[config.mk]
export PLATFORM = sky130hd
export DESIGN_NAME = spi_request_arbiter
export DESIGN_NICKNAME = d
export VERILOG_FILES = /design/src/rtl/spi_request_arbiter_pkg.sv /design/src/rtl/spi_request_arbiter_rr.sv /design/src/rtl/spi_request_arbiter.sv
export SDC_FILE = /design/constraint.sdc
export NUM_CORES = 1
export LEC_CHECK = 0
export CAP_MARGIN = 20
export CELL_PAD_IN_SITES_DETAIL_PLACEMENT = 0
export CELL_PAD_IN_SITES_GLOBAL_PLACEMENT = 1
export CORE_MARGIN = 5
export CORE_UTILIZATION = 26
export CTS_CLUSTER_DIAMETER = 150
export DETAILED_ROUTE_END_ITERATION = 12
export PLACE_DENSITY = 0.76
export SLEW_MARGIN = 25
export SYNTH_ARGS = -nofsm -noshare
export SYNTH_HDL_FRONTEND = slang
export SYNTH_SLANG_ARGS = --single-unit
[constraint.sdc]
create_clock -name clk -period 5.7 [get_ports clk]
set_input_delay 1.14 -clock clk [delete_from_list [all_inputs] [get_ports clk]]
set_output_delay 1.14 -clock clk [all_outputs]
set_load 0.02 [all_outputs]
[src/rtl/spi_request_arbiter_pkg.sv]
// Shared types and defaults for the SPI request arbiter.
// Holds the FSM state encoding, default parameter values and the length-check helper.
// No logic of its own; imported by the arbiter top and its round-robin picker.
package spi_request_arbiter_pkg;

    localparam int DEF_N_AGENTS    = 4;
    localparam int DEF_DATA_W      = 32;
    localparam int DEF_CNT_W       = 6;
    localparam int DEF_ACK_TIMEOUT = 15;

    typedef enum logic [2:0] {
        ST_IDLE      = 3'd0,
        ST_ISSUE     = 3'd1,
        ST_WAIT_ACK  = 3'd2,
        ST_WAIT_DONE = 3'd3,
        ST_COMPLETE  = 3'd4
    } state_e;

    // A transfer that moves no bits, or more bits than one word holds, is rejected
    // without ever touching the SPI interface.
    function automatic logic len_invalid(input int total_bits, input int max_bits);
        return (total_bits == 0) || (total_bits > max_bits);
    endfunction

endpackage

[src/rtl/spi_request_arbiter_rr.sv]
// Round-robin picker: first requester at or after the rotating pointer wins.
// Winner is combinational from req/ptr; pointer moves to winner+1 on the edge advance is high.
// No backpressure: advance is only honoured when a valid winner exists.
module spi_request_arbiter_rr
    import spi_request_arbiter_pkg::*;
#(
    parameter int N_AGENTS = DEF_N_AGENTS,
    localparam int PTR_W   = $clog2(N_AGENTS)
) (
    input  logic                clk,
    input  logic                reset,
    input  logic [N_AGENTS-1:0] req_i,
    input  logic                advance_i,
    output logic [N_AGENTS-1:0] winner_o,
    output logic [PTR_W-1:0]    winner_idx_o,
    output logic                valid_o
);

    logic [PTR_W-1:0] ptr_q;
    logic [PTR_W-1:0] ptr_d;
    logic [PTR_W-1:0] cand;

    // Scan agents starting at the pointer and wrapping; the first hit wins.
    always_comb begin
        winner_o     = '0;
        winner_idx_o = '0;
        valid_o      = 1'b0;
        cand         = '0;
        for (int off = 0; off < N_AGENTS; off++) begin
            cand = PTR_W'((int'(ptr_q) + off) % N_AGENTS);
            if (!valid_o && req_i[cand]) begin
                valid_o       = 1'b1;
                winner_o[cand] = 1'b1;
                winner_idx_o  = cand;
            end
        end
        ptr_d = (winner_idx_o == PTR_W'(N_AGENTS - 1)) ? '0 : winner_idx_o + 1'b1;
    end

    // Pointer register: the agent after the last winner becomes highest priority.
    always_ff @(posedge clk) begin
        if (reset) begin
            ptr_q <= '0;
        end else if (advance_i && valid_o) begin
            ptr_q <= ptr_d;
        end
    end

endmodule

[src/rtl/spi_request_arbiter.sv]
// Multiplexes N agents onto one SPI interface, one latched transaction at a time.
// Latency: grant -> spi_request_action 1 cycle; spi_busy fall -> agent_done 1 cycle.
// Backpressure: no grant while spi_busy is high in IDLE; requests wait until the owner completes.
module spi_request_arbiter
    import spi_request_arbiter_pkg::*;
#(
    parameter int N_AGENTS    = DEF_N_AGENTS,
    parameter int DATA_W      = DEF_DATA_W,
    parameter int CNT_W       = DEF_CNT_W,
    parameter int ACK_TIMEOUT = DEF_ACK_TIMEOUT
) (
    input  logic                       clk,
    input  logic                       reset,
    input  logic [N_AGENTS-1:0]        agent_req,
    input  logic [N_AGENTS*DATA_W-1:0] agent_data_out,
    input  logic [N_AGENTS*CNT_W-1:0]  agent_read_bits,
    input  logic [N_AGENTS*CNT_W-1:0]  agent_write_bits,
    output logic [N_AGENTS-1:0]        agent_grant,
    output logic [N_AGENTS-1:0]        agent_done,
    output logic                       agent_err,
    output logic [DATA_W-1:0]          agent_data_in,
    output logic [DATA_W-1:0]          spi_data_out,
    output logic [CNT_W-1:0]           spi_read_bits,
    output logic [CNT_W-1:0]           spi_write_bits,
    output logic                       spi_request_action,
    input  logic                       spi_busy,
    input  logic [DATA_W-1:0]          spi_data_in
);

    localparam int PTR_W     = $clog2(N_AGENTS);
    localparam int ACK_CNT_W = $clog2(ACK_TIMEOUT + 1);

    state_e                state_q, state_d;
    logic [N_AGENTS-1:0]   grant_q, grant_d;
    logic [N_AGENTS-1:0]   done_q, done_d;
    logic                  err_q, err_d;
    logic [DATA_W-1:0]     data_in_q, data_in_d;
    logic [DATA_W-1:0]     spi_data_q, spi_data_d;
    logic [CNT_W-1:0]      spi_rb_q, spi_rb_d;
    logic [CNT_W-1:0]      spi_wb_q, spi_wb_d;
    logic                  req_act_q, req_act_d;
    logic [ACK_CNT_W-1:0]  ack_cnt_q, ack_cnt_d;

    logic [N_AGENTS-1:0]   arb_winner;
    logic [PTR_W-1:0]      arb_idx;
    logic                  arb_vld;
    logic                  arb_advance;

    logic [DATA_W-1:0]     sel_data;
    logic [CNT_W-1:0]      sel_rb;
    logic [CNT_W-1:0]      sel_wb;
    logic [CNT_W:0]        len_sum;
    logic                  len_bad;

    spi_request_arbiter_rr #(
        .N_AGENTS (N_AGENTS)
    ) u_rr (
        .clk          (clk),
        .reset        (reset),
        .req_i        (agent_req),
        .advance_i    (arb_advance),
        .winner_o     (arb_winner),
        .winner_idx_o (arb_idx),
        .valid_o      (arb_vld)
    );

    // Pick the candidate agent's command fields out of the flat input buses.
    always_comb begin
        sel_data = '0;
        sel_rb   = '0;
        sel_wb   = '0;
        for (int i = 0; i < N_AGENTS; i++) begin
            if (arb_idx == PTR_W'(i)) begin
                sel_data = agent_data_out[i*DATA_W +: DATA_W];
                sel_rb   = agent_read_bits[i*CNT_W +: CNT_W];
                sel_wb   = agent_write_bits[i*CNT_W +: CNT_W];
            end
        end
    end

    // One extra bit so two maximal lengths cannot wrap into a legal-looking total.
    assign len_sum = {1'b0, sel_rb} + {1'b0, sel_wb};
    assign len_bad = len_invalid(int'(len_sum), DATA_W);

    // Next-state and output logic for the transaction FSM.
    always_comb begin
        state_d     = state_q;
        grant_d     = grant_q;
        done_d      = '0;
        err_d       = 1'b0;
        data_in_d   = data_in_q;
        spi_data_d  = spi_data_q;
        spi_rb_d    = spi_rb_q;
        spi_wb_d    = spi_wb_q;
        req_act_d   = 1'b0;
        ack_cnt_d   = ack_cnt_q;
        arb_advance = 1'b0;
        unique case (state_q)
            ST_IDLE: begin
                if (arb_vld && !spi_busy) begin
                    arb_advance = 1'b1;
                    grant_d     = arb_winner;
                    spi_data_d  = sel_data;
                    spi_rb_d    = sel_rb;
                    spi_wb_d    = sel_wb;
                    if (len_bad) begin
                        done_d  = arb_winner;
                        err_d   = 1'b1;
                        state_d = ST_COMPLETE;
                    end else begin
                        state_d = ST_ISSUE;
                    end
                end
            end
            ST_ISSUE: begin
                // Registered pulse: visible during the first WAIT_ACK cycle.
                req_act_d = 1'b1;
                ack_cnt_d = '0;
                state_d   = ST_WAIT_ACK;
            end
            ST_WAIT_ACK: begin
                if (spi_busy) begin
                    state_d = ST_WAIT_DONE;
                end else if (ack_cnt_q == ACK_CNT_W'(ACK_TIMEOUT - 1)) begin
                    done_d  = grant_q;
                    err_d   = 1'b1;
                    state_d = ST_COMPLETE;
                end else begin
                    ack_cnt_d = ack_cnt_q + 1'b1;
                end
            end
            ST_WAIT_DONE: begin
                if (!spi_busy) begin
                    done_d    = grant_q;
                    data_in_d = spi_data_in;
                    state_d   = ST_COMPLETE;
                end
            end
            ST_COMPLETE: begin
                grant_d = '0;
                state_d = ST_IDLE;
            end
            default: begin
                grant_d = '0;
                state_d = ST_IDLE;
            end
        endcase
    end

    // State and output registers; reset clears everything, suppressing any pending done.
    always_ff @(posedge clk) begin
        if (reset) begin
            state_q    <= ST_IDLE;
            grant_q    <= '0;
            done_q     <= '0;
            err_q      <= 1'b0;
            data_in_q  <= '0;
            spi_data_q <= '0;
            spi_rb_q   <= '0;
            spi_wb_q   <= '0;
            req_act_q  <= 1'b0;
            ack_cnt_q  <= '0;
        end else begin
            state_q    <= state_d;
            grant_q    <= grant_d;
            done_q     <= done_d;
            err_q      <= err_d;
            data_in_q  <= data_in_d;
            spi_data_q <= spi_data_d;
            spi_rb_q   <= spi_rb_d;
            spi_wb_q   <= spi_wb_d;
            req_act_q  <= req_act_d;
            ack_cnt_q  <= ack_cnt_d;
        end
    end

    assign agent_grant        = grant_q;
    assign agent_done         = done_q;
    assign agent_err          = err_q;
    assign agent_data_in      = data_in_q;
    assign spi_data_out       = spi_data_q;
    assign spi_read_bits      = spi_rb_q;
    assign spi_write_bits     = spi_wb_q;
    assign spi_request_action = req_act_q;

endmodule

==> impl_metrics.toml <==
[yosys]
synthMuxAreaShare_pct = 7.14
ys_top_cells_by_area = "dfxtp_1, nand2_1, a21oi_1"
avgSynthCellArea_sq_um = 7.10
synth-xor-area-share_pct = 0.955
syn-num-nets = 1010
ys_ff_latch = 95
synth_fa_ha_area_share_pct = 4.68
synthFlopType = "dfxtp_1"
yosysSeqAreaShare_pct = 34.5
synthSimpleGateAreaFrac_pct = 23.9
synthDominantCellAreaShare_pct = 34.5
synthCells = 775
yosysWarnings = 0
synth_edf_count = 0
synthArstFlopShare_pct = 0
ys_types = 44
synth_area_sq_um = 5510
synth_top_family_by_area = "simple AND/OR/NAND/NOR gates"
synth_compound_area_share_pct = 23.6
yosys.area.top_type = "dfxtp_1"

[grt]
grt_max_degree = 80
antenna_found_initial = 8
overflow = 0
grt.total_usage_pct = 16.5
grt_pass1_vias = 5788
grt_pass1_wl_microns = 31800

[run_status]
status = "finished, final reports clean"

[drt]
wl_microns = 21300
ant_nets = 0
viasPerCell = 4.59
avgRoutedWirePerCell_microns = 16.0
drc_errors = 0
first_pass_iters = 4
vias = 6109
drt_iter0_drc = 211

[floorplan]
core_area_sq_um = 21000
boundaryPins = 301
rows = 53
die_x_microns = 156
die_area_sq_um = 24200
start_util_pct = 26.3
die_h_microns = 156

[sta]
rsz0062_at_grt = "false"
worstMarginPinSlew_ps = 797
fmax_ghz = 0.191
relSlewSlack_pct = 46.8
final.min_clock_period_ps = 5240
setup_viol = 0
hold_viol_final = 0
tns_ps = 0
clock_skew_ps = 5.97
fin_crit_sh_pct = 91.9
slew_viol_final = 0

[cts]
clock_sinks = 95
tritoncts = "built"
htree_levels = 3
clock-root-buffer = "clkbuf_16"
numCtsBuffers = 9
worstSkewPairLatency_ps = 350
cts_max_path_buffers = 2
cts.clk_slew.worst_paths_ps = 70

[setup_path]
cp-start-kind = "primary input"
cp.required_ps = 5990
path_max_fanout = 7
slowest_stage = "clkdlybuf4s50_1"
endpoint_kind = "flop"
cp.arrival_ps = 5530
crit_type = "in -> reg"
path_cells = "clkdlybuf4s50_1 > mux2i_1 > mux2i_2 > a21oi_2 > o22ai_1 > o32ai_1 > ha_2 > clkbuf_2 > nand3b_1 > a21oi_1 > a21oi_1 > o21ai_0 > ha_1 > inv_1 > fa_1 > nand2b_1 > a21oi_1 > xnor2_1 > nand3_1 > xnor2_1 > mux2i_1 > buf_4 > a32o_1"
crit_top_cell = "a21oi_1"
cpPeakStageDelay_ps = 580

[power]
power_mw = 3.80
power_density_nw_per_um2 = 414
ir_worst_vdd_v = 0.000160
p_leak_nw = 3.28

[layout]
finalNonFillerCells = 1331
syn_to_final_growth_pct = 66.6
drive_gt1_share_pct = 5.79
fin_nets = 1285

[place]
dp_cells = 1312
port_buffers = 300
dp_hpwl_microns = 16900
place.gp.congestion = 0.827

[flow_run]
cap_violations = 0

[hold_path]
hp-class = "reg -> reg"
## sequential cells by signal (all words and copies together) (netlist names)
signal and flops:
spi_read_bits 6, spi_data_out 32, spi_write_bits 6, state_q 3
agent_done 4, agent_err 1, ack_cnt_q 4, agent_grant 4
u_rr.ptr_q 2, spi_request_action 1, agent_data_in 32
## synth_stat cells (all sizes together) (4+ instances only)
master	number
nor2	94
o31a	4
ha	19
nand3	7
clkbuf	53
dfxtp	95
a211oi	36
mux2i	37
inv	10
nand3b	12
a32o	4
buf	9
nand2	191
o211ai	5
a21oi	108
xnor2	5
a22oi	4
nor3	5
o21ai	47
## repair_timing
item | CTS | global route
setup endpoints to repair | 0 | 7
gates resized for setup | 0 | 2
hold buffers | 0 | 0
buffers inserted | 0 | 2
## routing by layer
metal / share of wire, % / GRT usage [%] / up-vias
li1: - / - / 3213
met1: 40 / 19.4 / 2643
met2: 48 / 28.1 / 207
met3: 9.5 / 6.26 / 34
met4: 1.9 / 5.13 / 12
met5: 0.30 / 0 / -
## layout make-up
cell class,count,area [sq um]
diodes,2,5.00
fillers,2200,11800
multi-input cells,608,3350
flip-flops and latches,95,1900
clock inverters,6,118
well taps,275,344
clock buffers,9,225
inverters,10,37.5
repair buffers,326,3190
## final timing paths
check	start	slack, ps	end	cells past startpoint
worst max-delay path	agent_req[3]	460	agent_done[1]	23
worst min-delay path	agent_data_in[1]	450	agent_data_in[1]	2
worst max register to register	u_rr.ptr_q[1]	920	agent_done[1]	23
worst min register to register	agent_data_in[1]	450	agent_data_in[1]	2
## worst max-delay path, delay by kind of cell
kind | cells | cell delay (ps)
xor+xnor | 2 | 320
mux | 3 | 620
compound gates | 8 | 1190
buf+inv | 4 | 960
fa+ha+maj | 3 | 880
simple gates | 3 | 400
## logic make-up after synthesis
kind of cell	after synthesis
xor gates and xnor gates	6
AOI/OAI and AO/OA	221
DFF	95
and+or+nand+nor	322
adders and majority gates	20
buffers and inverters	72
muxes	39
## through the flow
stage / utilization, % / hold WS, ps / area [sq um] / setup slack, ps
floorplan: - / 474 / 5510 / 435
global placement: 42.0 / 442 / 8800 / 108
detailed placement: 42.0 / 447 / 8800 / -55.1
CTS: 43.6 / 456 / 9150 / 285
global route: 43.7 / 475 / 9170 / 26.9
finish: 43.8 / 454 / 9170 / 463
## cell usage in the layout (no fill, tap or decap), drive strengths merged, types with 2 or more instances in the layout
master and n:
ha 19, o21ai 47, diode 2, or2 3, mux2 2, bufinv 3, nor3 5, nand3 7
o31a 4, inv 12, a211oi 36, xnor2 5, buf 26, nand2 191, nand3b 12, nor2 94
a32o 4, a31oi 3, clkdlybuf4s50 299, o32ai 2, a22oi 4, a21o 3, clkbuf 10, nand2b 3
a21oi 108, o211ai 5, o22ai 2, dfxtp 95, mux2i 37
## report_power, final
part	internal [mW]	total, mW	switching (mW)
clock	0.432	0.717	0.286
combinational	1.00	2.24	1.23
sequential	0.780	0.843	0.0629
total	2.21	3.80	1.58
No activity file was read; power rests on OpenSTA's default activity.
